$ cat src/rtl/disp_pkg.sv
// Shared constants, state encoding and the page-selection helper for the display scheduler.
package disp_pkg;

  localparam int SRC_COUNT = 4;
  localparam int PAGE_W    = 2;
  localparam int DATA_W    = 16;

  typedef enum logic {
    BLANK = 1'b0,
    SHOW  = 1'b1
  } disp_state_t;

  // Counter width for a modulus n, never narrower than one bit.
  function automatic int cnt_w(input int n);
    return (n > 1) ? $clog2(n) : 1;
  endfunction

  // Round-robin search from page+1; the current page is tried last, and is kept if nothing is valid.
  function automatic logic [PAGE_W-1:0] next_page(input logic [PAGE_W-1:0]    page,
                                                  input logic [SRC_COUNT-1:0] valid);
    logic [PAGE_W-1:0] idx;
    next_page = page;
    for (int i = SRC_COUNT; i >= 1; i--) begin
      idx = page + PAGE_W'(i);
      if (valid[idx]) next_page = idx;
    end
  endfunction

endpackage

$ cat src/rtl/disp_if.sv
// Bundle between the datapath sources and the display scheduler.
interface disp_if;
  import disp_pkg::*;

  // src_valid[i] qualifies srcI_data; outputs are registered and disp_data is meaningful only while disp_blank=0.
  logic [DATA_W-1:0]    src0_data;
  logic [DATA_W-1:0]    src1_data;
  logic [DATA_W-1:0]    src2_data;
  logic [DATA_W-1:0]    src3_data;
  logic [SRC_COUNT-1:0] src_valid;
  logic                 auto_en;
  logic                 freeze;
  logic                 scan_tick;
  logic [DATA_W-1:0]    disp_data;
  logic                 disp_blank;
  logic [PAGE_W-1:0]    page;
  disp_state_t          state;

  modport master (
    output src0_data, src1_data, src2_data, src3_data, src_valid, auto_en, freeze,
    input  scan_tick, disp_data, disp_blank, page, state
  );

  modport slave (
    input  src0_data, src1_data, src2_data, src3_data, src_valid, auto_en, freeze,
    output scan_tick, disp_data, disp_blank, page, state
  );

endinterface

$ cat src/rtl/btn_debounce.sv
// Push-button conditioner: 2-flop synchroniser, stability counter and rising-edge pulse.
module btn_debounce
  import disp_pkg::*;
#(
  parameter int DEBOUNCE_CYC = 1000000
) (
  input  logic CLK,
  input  logic clr_n,
  input  logic btn_raw,
  output logic btn_pulse
);

  localparam int            CW       = cnt_w(DEBOUNCE_CYC);
  localparam logic [CW-1:0] CNT_LAST = CW'(DEBOUNCE_CYC - 1);

  logic          sync_q1;
  logic          sync_q2;
  logic          stable_q;
  logic [CW-1:0] cnt_q;

  // The pulse is registered alongside the stable update so it is exactly one cycle wide.
  always_ff @(posedge CLK or negedge clr_n) begin
    if (!clr_n) begin
      sync_q1   <= 1'b0;
      sync_q2   <= 1'b0;
      stable_q  <= 1'b0;
      cnt_q     <= '0;
      btn_pulse <= 1'b0;
    end else begin
      sync_q1   <= btn_raw;
      sync_q2   <= sync_q1;
      btn_pulse <= 1'b0;
      if (sync_q2 == stable_q) begin
        cnt_q <= '0;
      end else if (cnt_q == CNT_LAST) begin
        cnt_q     <= '0;
        stable_q  <= sync_q2;
        btn_pulse <= sync_q2;
      end else begin
        cnt_q <= cnt_q + CW'(1);
      end
    end
  end

endmodule

$ cat src/rtl/display_scheduler.sv
// Time-shares the 4-digit display between four sources: scan prescaler, page FSM with
// blanking between pages, button and auto-rotate page advance.
module display_scheduler
  import disp_pkg::*;
#(
  parameter int SCAN_DIV     = 500000,
  parameter int DEBOUNCE_CYC = 1000000,
  parameter int AUTO_DWELL   = 200,
  parameter int BLANK_TICKS  = 2
) (
  input  logic CLK,
  input  logic clr_n,
  input  logic btn_next,
  disp_if.slave bus
);

  localparam int            SW         = cnt_w(SCAN_DIV);
  localparam int            DW         = cnt_w(AUTO_DWELL);
  localparam int            BW         = cnt_w(BLANK_TICKS);
  localparam logic [SW-1:0] SCAN_LAST  = SW'(SCAN_DIV - 1);
  localparam logic [DW-1:0] DWELL_LAST = DW'(AUTO_DWELL - 1);
  localparam logic [BW-1:0] BLANK_LAST = BW'(BLANK_TICKS - 1);

  logic [SW-1:0]     scan_cnt_q;
  logic              scan_tick;
  logic              btn_pulse;
  logic              advance;
  logic [DATA_W-1:0] src_sel;

  disp_state_t       state_q;
  logic [PAGE_W-1:0] page_q;
  logic [DATA_W-1:0] data_q;
  logic              blank_q;
  logic [BW-1:0]     blank_cnt_q;
  logic [DW-1:0]     dwell_q;

  btn_debounce #(.DEBOUNCE_CYC(DEBOUNCE_CYC)) u_btn (
    .CLK       (CLK),
    .clr_n     (clr_n),
    .btn_raw   (btn_next),
    .btn_pulse (btn_pulse)
  );

  always_ff @(posedge CLK or negedge clr_n) begin
    if (!clr_n)         scan_cnt_q <= '0;
    else if (scan_tick) scan_cnt_q <= '0;
    else                scan_cnt_q <= scan_cnt_q + SW'(1);
  end

  assign scan_tick = (scan_cnt_q == SCAN_LAST);

  always_comb begin
    src_sel = bus.src0_data;
    case (page_q)
      2'd1:    src_sel = bus.src1_data;
      2'd2:    src_sel = bus.src2_data;
      2'd3:    src_sel = bus.src3_data;
      default: src_sel = bus.src0_data;
    endcase
  end

  // Button, dwell expiry and loss of the current source all collapse into one advance.
  assign advance = btn_pulse
                 | (bus.auto_en & ~bus.freeze & scan_tick & (dwell_q == DWELL_LAST))
                 | ~bus.src_valid[page_q];

  always_ff @(posedge CLK or negedge clr_n) begin
    if (!clr_n) begin
      state_q     <= BLANK;
      page_q      <= '0;
      data_q      <= '0;
      blank_q     <= 1'b1;
      blank_cnt_q <= '0;
      dwell_q     <= '0;
    end else begin
      case (state_q)
        BLANK: begin
          blank_q <= 1'b1;
          if (scan_tick) begin
            if (blank_cnt_q == BLANK_LAST) begin
              blank_cnt_q <= '0;
              if (bus.src_valid[page_q]) begin
                data_q  <= src_sel;
                blank_q <= 1'b0;
                dwell_q <= '0;
                state_q <= SHOW;
              end
            end else begin
              blank_cnt_q <= blank_cnt_q + BW'(1);
            end
          end
        end
        SHOW: begin
          if (scan_tick && !bus.freeze) data_q <= src_sel;
          if (!bus.auto_en)                  dwell_q <= '0;
          else if (scan_tick && !bus.freeze) dwell_q <= dwell_q + DW'(1);
          if (advance) begin
            page_q      <= next_page(page_q, bus.src_valid);
            blank_cnt_q <= '0;
            blank_q     <= 1'b1;
            state_q     <= BLANK;
          end
        end
      endcase
    end
  end

  assign bus.scan_tick  = scan_tick;
  assign bus.disp_data  = data_q;
  assign bus.disp_blank = blank_q;
  assign bus.page       = page_q;
  assign bus.state      = state_q;

endmodule

$ cat src/flat_wrapper.sv
// flat-port wrapper written by rule: the top's interface ports become plain ports
module display_scheduler_flat import disp_pkg::*;
#(
  parameter int SCAN_DIV     = 500000,
  parameter int DEBOUNCE_CYC = 1000000,
  parameter int AUTO_DWELL   = 200,
  parameter int BLANK_TICKS  = 2
)
  (CLK, clr_n, btn_next, bus_src0_data, bus_src1_data, bus_src2_data, bus_src3_data, bus_src_valid, bus_auto_en, bus_freeze, bus_scan_tick, bus_disp_data, bus_disp_blank, bus_page, bus_state);
  disp_if bus_i ();
  input  logic CLK;
  input  logic clr_n;
  input  logic btn_next;
  input wire logic [$bits(bus_i.src0_data)-1:0] bus_src0_data;
  input wire logic [$bits(bus_i.src1_data)-1:0] bus_src1_data;
  input wire logic [$bits(bus_i.src2_data)-1:0] bus_src2_data;
  input wire logic [$bits(bus_i.src3_data)-1:0] bus_src3_data;
  input wire logic [$bits(bus_i.src_valid)-1:0] bus_src_valid;
  input wire logic [$bits(bus_i.auto_en)-1:0] bus_auto_en;
  input wire logic [$bits(bus_i.freeze)-1:0] bus_freeze;
  output wire logic [$bits(bus_i.scan_tick)-1:0] bus_scan_tick;
  output wire logic [$bits(bus_i.disp_data)-1:0] bus_disp_data;
  output wire logic [$bits(bus_i.disp_blank)-1:0] bus_disp_blank;
  output wire logic [$bits(bus_i.page)-1:0] bus_page;
  output wire logic [$bits(bus_i.state)-1:0] bus_state;
  assign bus_i.src0_data = bus_src0_data;
  assign bus_i.src1_data = bus_src1_data;
  assign bus_i.src2_data = bus_src2_data;
  assign bus_i.src3_data = bus_src3_data;
  assign bus_i.src_valid = bus_src_valid;
  assign bus_i.auto_en = bus_auto_en;
  assign bus_i.freeze = bus_freeze;
  assign bus_scan_tick = bus_i.scan_tick;
  assign bus_disp_data = bus_i.disp_data;
  assign bus_disp_blank = bus_i.disp_blank;
  assign bus_page = bus_i.page;
  assign bus_state = bus_i.state;
  display_scheduler #(.SCAN_DIV(SCAN_DIV), .DEBOUNCE_CYC(DEBOUNCE_CYC), .AUTO_DWELL(AUTO_DWELL), .BLANK_TICKS(BLANK_TICKS)) u_core (.CLK(CLK), .clr_n(clr_n), .btn_next(btn_next), .bus(bus_i));
endmodule
$ cat config.mk
export PLATFORM = sky130hd
export DESIGN_NAME = display_scheduler_flat
export DESIGN_NICKNAME = d
export VERILOG_FILES = /design/src/rtl/disp_pkg.sv /design/src/rtl/disp_if.sv /design/src/rtl/btn_debounce.sv /design/src/rtl/display_scheduler.sv /design/src/flat_wrapper.sv
export SDC_FILE = /design/constraint.sdc
export NUM_CORES = 1
export LEC_CHECK = 0
export CORE_MARGIN = 5
export CORE_UTILIZATION = 39
export CTS_CLUSTER_SIZE = 30
export DETAILED_ROUTE_END_ITERATION = 7
export GPL_ROUTABILITY_DRIVEN = 0
export PLACE_DENSITY = 0.72
export SKIP_LAST_GASP = 1
export SLEW_MARGIN = 20
export SYNTH_ARGS = -nofsm -noshare
export SYNTH_HDL_FRONTEND = slang
export SYNTH_SLANG_ARGS = --single-unit
$ cat constraint.sdc
create_clock -name CLK -period 3.5 [get_ports CLK]
set_input_delay 0.525 -clock CLK [delete_from_list [all_inputs] [get_ports CLK]]
set_output_delay 0.525 -clock CLK [all_outputs]
set_load 0.02 [all_outputs]
# After elaboration in Yosys (flattened, before gate mapping)
# Cells that the tools add are included.
[classes]
addsub = 7
order_cmp = 4
n_eq_ne = 13
muxes = 42
n_bitwise = 9
n_reduce_logical = 8
[ops]
columns = ["cell", "n"]
rows = [
  ["$mux W16", 4],
  ["$pmux W16 S3", 1],
  ["$mux W20", 2],
  ["$mux W8", 5],
  ["$pmux W16 S2", 1],
  ["$add A20 B1 Y20 const B", 1],
  ["$eq A20 B20 Y1 const B", 1],
  ["$add A19 B1 Y19 const B", 1],
  ["$eq A19 B19 Y1 const B", 1],
  ["$mux W19", 1],
  ["$mux W1", 17],
  ["$pmux W8 S2", 1],
  ["$lt A2 B3 Y1 const B", 4],
  ["$add A8 B1 Y8 const B", 1],
  ["$bmux W1 S2", 4],
  ["$eq A8 B8 Y1 const B", 1],
  ["$ne A2 B1 Y1 const B", 4],
  ["$reduce_and A4 Y1", 2],
  ["$mux W2", 3],
  ["$pmux W1 S2", 3],
  ["$add A2 B2 Y2 const B", 2],
  ["$eq A2 B2 Y1 const B", 2],
  ["$not A1 Y1", 4],
  ["$reduce_and A2 Y1", 2],
  ["12 further kinds", 15],
]
[word_totals]
regBits = 72
inputBits = 73
out_inout_bits = 21
elab_cells = 95

# Logic depth before layout (Yosys ltp)
# Gate-level depths: netlist of run 1.
[depth]
ltp_word = 8
mapped_depth = 8
ltp_nobuf = 6

# Cells and area by module
# Synthesis of run 1 repeated with hierarchy kept, for this count alone.
[hier_totals]
cells_unflattened = 393
hier_area_um2 = 3948.8
[by_module_without_submodules]
columns = ["module", "n_inst", "cells_per_inst", "area_each_um2", "seq_area_each_um2"]
rows = [
  ["display_scheduler", 1, 277, 2812.7, 1202.4],
  ["btn_debounce", 1, 116, 1136.1, 600.6],
]

# Least setup slack after synthesis of run 1
# OpenSTA, ideal clock, no wires.
[synth_path]
path_type = "reg-to-reg"
startpoint = "register u_core.scan_cnt_q[12]"
endpoint = "register u_core.data_q[10], in the netlist u_core.bus.disp_data[10]"
setup_time_ns = 0.125
arrival_ns = 2.462
required_time_ns = 3.375
slack_ns = 0.913
path_stages_with_launch = 8
n_path_buf = 3
period_less_slack_ns = 2.587
path_cell_list = "dfrtp_1 > buf_6 > or4_1 > or4_1 > buf_2 > a211oi_4 > buf_4 > mux2_2"
[synth_via]
elab_chain_cells = 4
elab_cells_between_ends = 5
cone_classes = "eq/ne (3); reduce/logical (2)"
[synth_lines]
columns = ["element", "line_no", "rtl"]
rows = [
  ["start, declared", "display_scheduler.sv:24", "logic [SW-1:0] scan_cnt_q;"],
  ["start signal, assigned", "display_scheduler.sv:47", "else scan_cnt_q <= scan_cnt_q + SW'(1);"],
  ["$eq A19 B19 Y1 *", "display_scheduler.sv:50", "assign scan_tick = (scan_cnt_q == SCAN_LAST);"],
  ["$logic_and A1 B1 Y1", "display_scheduler.sv:94", "if (scan_tick && !bus.freeze) data_q <= src_sel;"],
  ["$ne A2 B2 Y1 (no source line)", "-", ""],
  ["$reduce_and A4 Y1 (no source line) *", "-", ""],
  ["end signal, assigned", "display_scheduler.sv:83", "data_q <= src_sel;"],
  ["end signal, assigned", "display_scheduler.sv:94", ""],
  ["end, declared", "display_scheduler.sv:32", "logic [DATA_W-1:0] data_q;"],
]
# Every way passes the cells marked *; elsewhere a longest branch is shown, timed or not.
# A chain may end at the register's enable or synchronous reset.

# Final worst setup path of run 1
[layout_path]
startpoint = "register u_core.scan_cnt_q[7]"
endpoint = "output port bus_scan_tick"
[layout_via]
elab_chain_cells = 1
[layout_lines]
columns = ["element", "line_no", "rtl"]
rows = [
  ["$eq A19 B19 Y1", "display_scheduler.sv:50", ""],
  ["end, declared", "flat_wrapper.sv:21", "output wire logic [$bits(bus_i.scan_tick)-1:0] bus_scan_tick;"],
]
# Every way passes these cells.

==> results of run 1 <==
-- sequential cells by signal, summed over array words and instances, names as in the netlist --
name	flops
u_core.u_btn.stable_q	1
u_core.u_btn.btn_pulse	1
u_core.u_btn.sync_q1	1
u_core.bus.disp_data	16
u_core.bus.page	2
u_core.u_btn.sync_q2	1
u_core.u_btn.cnt_q	20
u_core.bus.state	1
u_core.scan_cnt_q	19
u_core.blank_cnt_q	1
u_core.dwell_q	8
u_core.bus.disp_blank	1
-- metal layers --
metal  up-vias  share of wire, %
li1       1592                 -
met1      1567                44
met2        64                50
met3        15               4.3
met4         0               2.0
met5         -                 0
-- through the flow --
step	worst slack, ns	total power, mW	instances	instance area [um^2]	hold slack, ns
after floorplan	0.9134	1.030	386	3845	0.2294
after global placement	0.9390	1.172	599	4890	0.3459
after detailed placement	0.8984	1.178	599	4890	0.3483
after CTS	0.7963	1.824	614	5077	0.3249
after global routing	0.7396	1.905	614	5077	0.3746
final	0.8827	1.795	614	5077	0.3015
-- worst max-delay path, cell delays in order, from the launching register on --
cell and delay, ns:
dfrtp_1 0.46, nor4b_1 0.34, nand4_1 0.13, nor3_1 0.18, clkdlybuf4s50_1 0.64
-- worst max-delay path by stage --
stage | endpoint | slack (ns)
after floorplan | u_core.bus.disp_data[10] | 0.91
after global placement | u_core.bus.disp_data[4] | 0.94
after global routing | bus_scan_tick | 0.74
after detailed placement | u_core.bus.disp_data[11] | 0.90
after CTS | bus_scan_tick | 0.80
final | bus_scan_tick | 0.88
-- cells by family after synthesis --
group / Yosys count / synth area share, %
simple gates: 161 / 22.00
flops: 72 / 46.89
compound gates: 63 / 11.32
xor+xnor: 33 / 7.517
buf+inv: 27 / 2.994
mux: 23 / 6.996
fa+ha+maj: 7 / 2.278
-- synthesized netlist by cell type (all sizes together) (5+ instances only) --
cell    number  area (um^2)
nor2        31        116.4
and3         8        50.05
a222oi      16        160.2
a31oi        6        37.54
nand2b       7        43.79
xnor2       22        192.7
clkbuf      14        53.80
or3          8        50.05
nor4         8        50.05
and4         5        43.79
nand2       35        131.4
dfrtp       71         1777
nor3         9        45.04
inv         10        37.54
o21ai       24        120.1
xor2        11        96.34
nand3       23        115.1
nand4        8        50.05
ha           7        87.58
a21oi        9        45.04
mux2        21        236.5
-- final cells by class --
type | instances | area [um^2] | share of cell area (%)
Multi-Input combinational cell | 287 | 1927 | 37.95
Clock inverter | 3 | 42.54 | 0.8379
Timing Repair Buffer | 97 | 955.9 | 18.83
Clock buffer | 12 | 145.1 | 2.859
Inverter | 10 | 37.54 | 0.7393
Sequential cell | 72 | 1803 | 35.51
Tap cell | 133 | 166.4 | 3.277
-- power by group --
group / internal (mW) / switching [mW]
registers: 0.841 / 0.0197
logic: 0.158 / 0.142
clock network: 0.344 / 0.290
total: 1.34 / 0.452
-- layout by cell type, fill, tap and decap left out, types with 2 or more instances in the layout --
cell,count
clkbuf_1,2
o21ai_0,24
clkbuf_8,10
nand2_1,35
clkdlybuf4s50_1,92
and2_1,3
nor4_1,8
nor4bb_1,2
or4_1,3
nand3_1,23
a21oi_1,9
ha_1,7
xnor2_1,22
a222oi_1,16
nand2b_1,7
dfrtp_1,71
mux2_2,21
nor4b_1,2
o22ai_1,2
and3_1,8
inv_1,10
nor2_1,31
nor2b_1,2
xor2_1,11
buf_4,4
nand3b_1,2
and4_1,5
a31oi_1,6
or3_1,8
nand4_1,8
nor3_1,9
==> metrics.cfg, run 1 <==
[global_routing]
use_met2_pct = 26.84
grt.busiest_layer = met2
use_met1_pct = 22.17
grt_pass1_vias = 3241
use_met3_pct = 3.053
grt_usage_pct = 16.64
grt_pass1_wl_um = 15810
overflow = 0
antenna_found_initial = 0
grt_max_degree = 42

[detailed_routing]
dr.pass1.iters = 6
drt_wl_total_um = 9610
remaining_drc_errors = 0
drt_iter0_markers = 256
post_drt_wl_per_cell_um = 15.65
avgViaCountPerCell = 5.274
antenna_left = 0
vias = 3238

[timing]
tightest_slew_ns = 0.9076
fmaxAchievable_ghz = 0.3821
post-route-min-period_ns = 2.617
hold_viol_final = 0
tns_ns = 0
slew_violations = 0
rsz0062_at_grt = no
fin_worst_skew_ns = 0.006678
relSlewSlack_pct = 39.49
fin_crit_sh_pct = 74.78
setup_viol = 0

[place]
io_buffer_count = 93
hpwl_um = 7171

[floorplan]
die_h_um = 109.3
core_um2 = 9684
initial_core_util_pct = 39.70
rows = 36
io_pins = 94
die_w_um = 109.3
dieArea_um2 = 11940

[cells_and_area]
area_delta_synth_final_pct = 32.05
fillers = 884
fin_nets = 557
drive_gt1_share_pct = 8.940
fin_util_pct = 52.43
diodes = 0

[clock_network]
cts_max_path_buffers = 2
path_clk_slew_ns = 0.07
cts_tree = done
ctsResizeCount = 0
cts_setup_buffers = 0
clk_latency_ns = 0.34
cts.sinks = 72
cts_hold_buf = 0
ctsRootBufferMaster = clkbuf_8
h-tree-depth = 3
cts_made_buffers = 9

[yosys]
synth_fp_nets = 466
synth.distinct_cells = 46
synth-seq-cells = 72
yosysSeqAreaShare_pct = 46.89
synthesis.area_um2 = 3845
synth_edf_count = 0
synthFlopType = dfrtp_1
synth_warnings = 0
synth_cells = 386
avgSynthCellArea_um2 = 9.961
synthArstFlopShare_pct = 100.0

[power_and_ir_drop]
peakVddDrop_v = 0.0001685
power_density_nw_per_um2 = 353.6
leakagePower_nw = 2.076

[worst_setup_path]
r2r_setup_slack_ns = 0.90
path_class = flip-flop to output port
worstPathRequired_ns = 2.97
reg2regPathDepth = 5
worstSetupStartpoint = u_core.scan_cnt_q[7]
start_kind = flip-flop
cp_max_fo = 7
crit_path_end_kind = output port
cp.arrival_ns = 2.09
reg2reg_from = u_core.scan_cnt_q[11]
timing.rr.end = u_core.dwell_q[7]

[run]
cap_violations = 0

[run_status]
status = finished clean

[min_path]
min_path_type = input port to async pin

Note: power is estimated with default switching activity, not from simulation.
==> run 2, diff against run 1 <==
PLACE_DENSITY = 0.75   (was 0.72)
clock period = 2.1 ns   (was 3.5 ns; I/O delays follow)
==> run 2 against run 1 <==
  * The flow now finishes with violations (setup timing)
  * Wire length increased by 6.4%
  * Die area unchanged
  * Global-route usage increased by 1.0 points
  * Largest power group unchanged
  * Highest routed layer unchanged
==> metrics.cfg, run 2 (synthesis gave the netlist of run 1 again) <==
[worst_setup_path]
start_kind = flip-flop
worstPathRequired_ns = 2.33  ; -0.64 ns
cp_max_fo = 16  ; +9
crit_path_end_kind = flip-flop
timing.rr.end = u_core.bus.disp_data[5]
cp.arrival_ns = 2.53  ; +0.44 ns
worstSetupStartpoint = u_core.scan_cnt_q[11]
path_class = flip-flop to flip-flop
r2r_setup_slack_ns = -0.20  ; -1.10 ns
reg2regPathDepth = 5  ; unchanged
reg2reg_from = u_core.scan_cnt_q[11]

[clock_network]
cts_max_path_buffers = 2  ; unchanged
path_clk_slew_ns = 0.07  ; about the same
cts_tree = done
cts_made_buffers = 9  ; unchanged
ctsRootBufferMaster = clkbuf_8
clk_latency_ns = 0.35  ; about the same
h-tree-depth = 3  ; unchanged
cts.sinks = 72  ; unchanged

[timing]
fin_crit_sh_pct = 109.4
rsz0062_at_grt = yes
post-route-min-period_ns = 2.297
setup_viol = 29  ; +29
fin_worst_skew_ns = 0.008967  ; +0.002289 ns
postLayoutSetupSlackWorst_ns = -0.1973  ; -1.080 ns
tightest_slew_ns = 0.6769  ; -0.2307 ns
tns_ns = -4.209  ; -4.209 ns
whs_ns = 0.3598  ; +0.05832 ns
relSlewSlack_pct = 54.87  ; +15 points
fmaxAchievable_ghz = 0.4353
slew_violations = 0  ; unchanged
hold_viol_final = 0  ; unchanged

[power_and_ir_drop]
leakagePower_nw = 2.279  ; +9.8%
peakVddDrop_v = 0.0003893  ; +130%
power_density_nw_per_um2 = 596.3  ; +69%

[cells_and_area]
largest_reg_flops = 20  ; unchanged
drive_gt1_share_pct = 15.79  ; +6.8 points
regMostFlops = u_core.u_btn.cnt_q
fillers = 808  ; -8.6%
final_common_cell = clkdlybuf4s50_1
regArea_um2 = 1803  ; unchanged
fin_nets = 588  ; +5.6%
multi_input_area_um2 = 1991  ; +3.3%
final_cells = 646  ; +5.2%
final_cell_mix = clkdlybuf4s50_1, dfrtp_1, nand2_1
stdcell_area_um2 = 5456  ; +7.5%
area_delta_synth_final_pct = 41.91
diodes = 0  ; unchanged

[min_path]
whs_path_depth = 0
min_path_type = flip-flop to flip-flop
holdCritStartpoint = u_core.u_btn.sync_q1
hold_end = u_core.u_btn.sync_q2

[place]
hpwl_um = 7619  ; +6.2%
io_buffer_count = 93  ; unchanged
post-place-ws_ns = -0.2959  ; -1.194 ns
placed_area_um2 = 5185  ; +6.0%
dpl.cell_count = 628  ; +4.8%

[floorplan]
initial_core_util_pct = 39.70  ; unchanged
io_pins = 94  ; unchanged
die_h_um = 109.3  ; unchanged
dieArea_um2 = 11940  ; unchanged
rows = 36  ; unchanged
die_w_um = 109.3  ; unchanged
core_um2 = 9684  ; unchanged

[global_routing]
use_met3_pct = 5.872  ; +2.8 points
grt_pass1_vias = 3589  ; +11%
grt_usage_pct = 17.65  ; +1.0 points
grt_pass1_wl_um = 16650  ; +5.3%
use_met1_pct = 19.57  ; -2.6 points
antenna_found_initial = 0  ; unchanged
grt.busiest_layer = met2
grt_max_degree = 57  ; +36%
overflow = 0  ; unchanged
use_met2_pct = 31.58  ; +4.7 points

[detailed_routing]
post_drt_wl_per_cell_um = 15.83  ; +1.1%
drt_iter0_markers = 245  ; -4.3%
avgViaCountPerCell = 5.333  ; +1.1%
remaining_drc_errors = 0  ; unchanged
antenna_left = 0  ; unchanged
vias = 3445  ; +6.4%
drt_wl_total_um = 10220  ; +6.4%
dr.pass1.iters = 6  ; unchanged

[run]
cap_violations = 0  ; unchanged

[run_status]
status = finished, violations left
failed_checks = setup timing

[run 2: cell types whose count changed in the layout (fill, tap and decap cells not counted), moves of 2 or more]
cell      before  now
buf_4          4   32
mux2_2        21   11
mux2_4         0   10
buf_12         0    3
clkbuf_8      10   12
[run 2: where the power goes]
part           total, mW  switching, mW  internal [mW]
sequential          1.42         0.0192           1.40
clock               1.26          0.494          0.768
combinational      0.570          0.270          0.300
[run 2: how the worst max path moves through the flow]
stage	end	slack, ns	cells after the start
CTS	u_core.bus.disp_data[5]	-0.21	5
floorplan	u_core.bus.disp_data[10]	-0.29	6
detailed placement	u_core.bus.disp_data[5]	-0.30	5
finish	u_core.bus.disp_data[5]	-0.20	5
global placement	u_core.bus.disp_data[3]	-0.23	5
global route	u_core.bus.disp_data[5]	-0.27	5
[run 2: routing by layer]
| layer | vias up | share of wire (%) |
|---|---|---|
| met5 | - | 0 |
| met4 | 0 | 2.1 |
| met3 | 20 | 6.9 |
| met2 | 107 | 52 |
| met1 | 1659 | 39 |
| li1 | 1659 | - |
[run 2: critical path: stages (launching register included)]
cell      delay [ns]
dfrtp_1         0.37
or4_1           0.52
or4_4           0.48
a211oi_4        0.25
buf_12          0.21
mux2_2          0.35
[run 2: cell type report]
type | count | share of cell area (%)
Multi-Input combinational cell | 287 | 36.48
Sequential cell | 72 | 33.04
Timing Repair Buffer | 128 | 22.47
Clock buffer | 14 | 3.164
Tap cell | 133 | 3.050
Clock inverter | 2 | 1.101
Inverter | 10 | 0.6879
[run 2: stage by stage]
step / power [mW] / util [%]
after global routing: 3.411 / 56.34
after global placement: 2.000 / 53.54
after CTS: 3.296 / 56.19
final: 3.254 / 56.34
after floorplan: 1.721 / -
after detailed placement: 2.016 / 53.54
[run 2: what timing repair did]
| item | 4_1_cts | 5_1_grt |
|---|---|---|
| buffers inserted | 1 | 0 |
| hold buffers | 1 | 0 |
| endpoints found under the hold margin | 16 | 0 |
| setup endpoints to repair | 30 | 30 |
| resized for setup | 3 | 8 |
| pin swaps | 2 | 0 |
==> run 3, diff against run 2 <==
ABC_CLOCK_PERIOD_IN_PS = 2100   (was not set)
==> results of run 3 <==
Same layout as run 2: the final DEF is identical, and so are final timing and power.
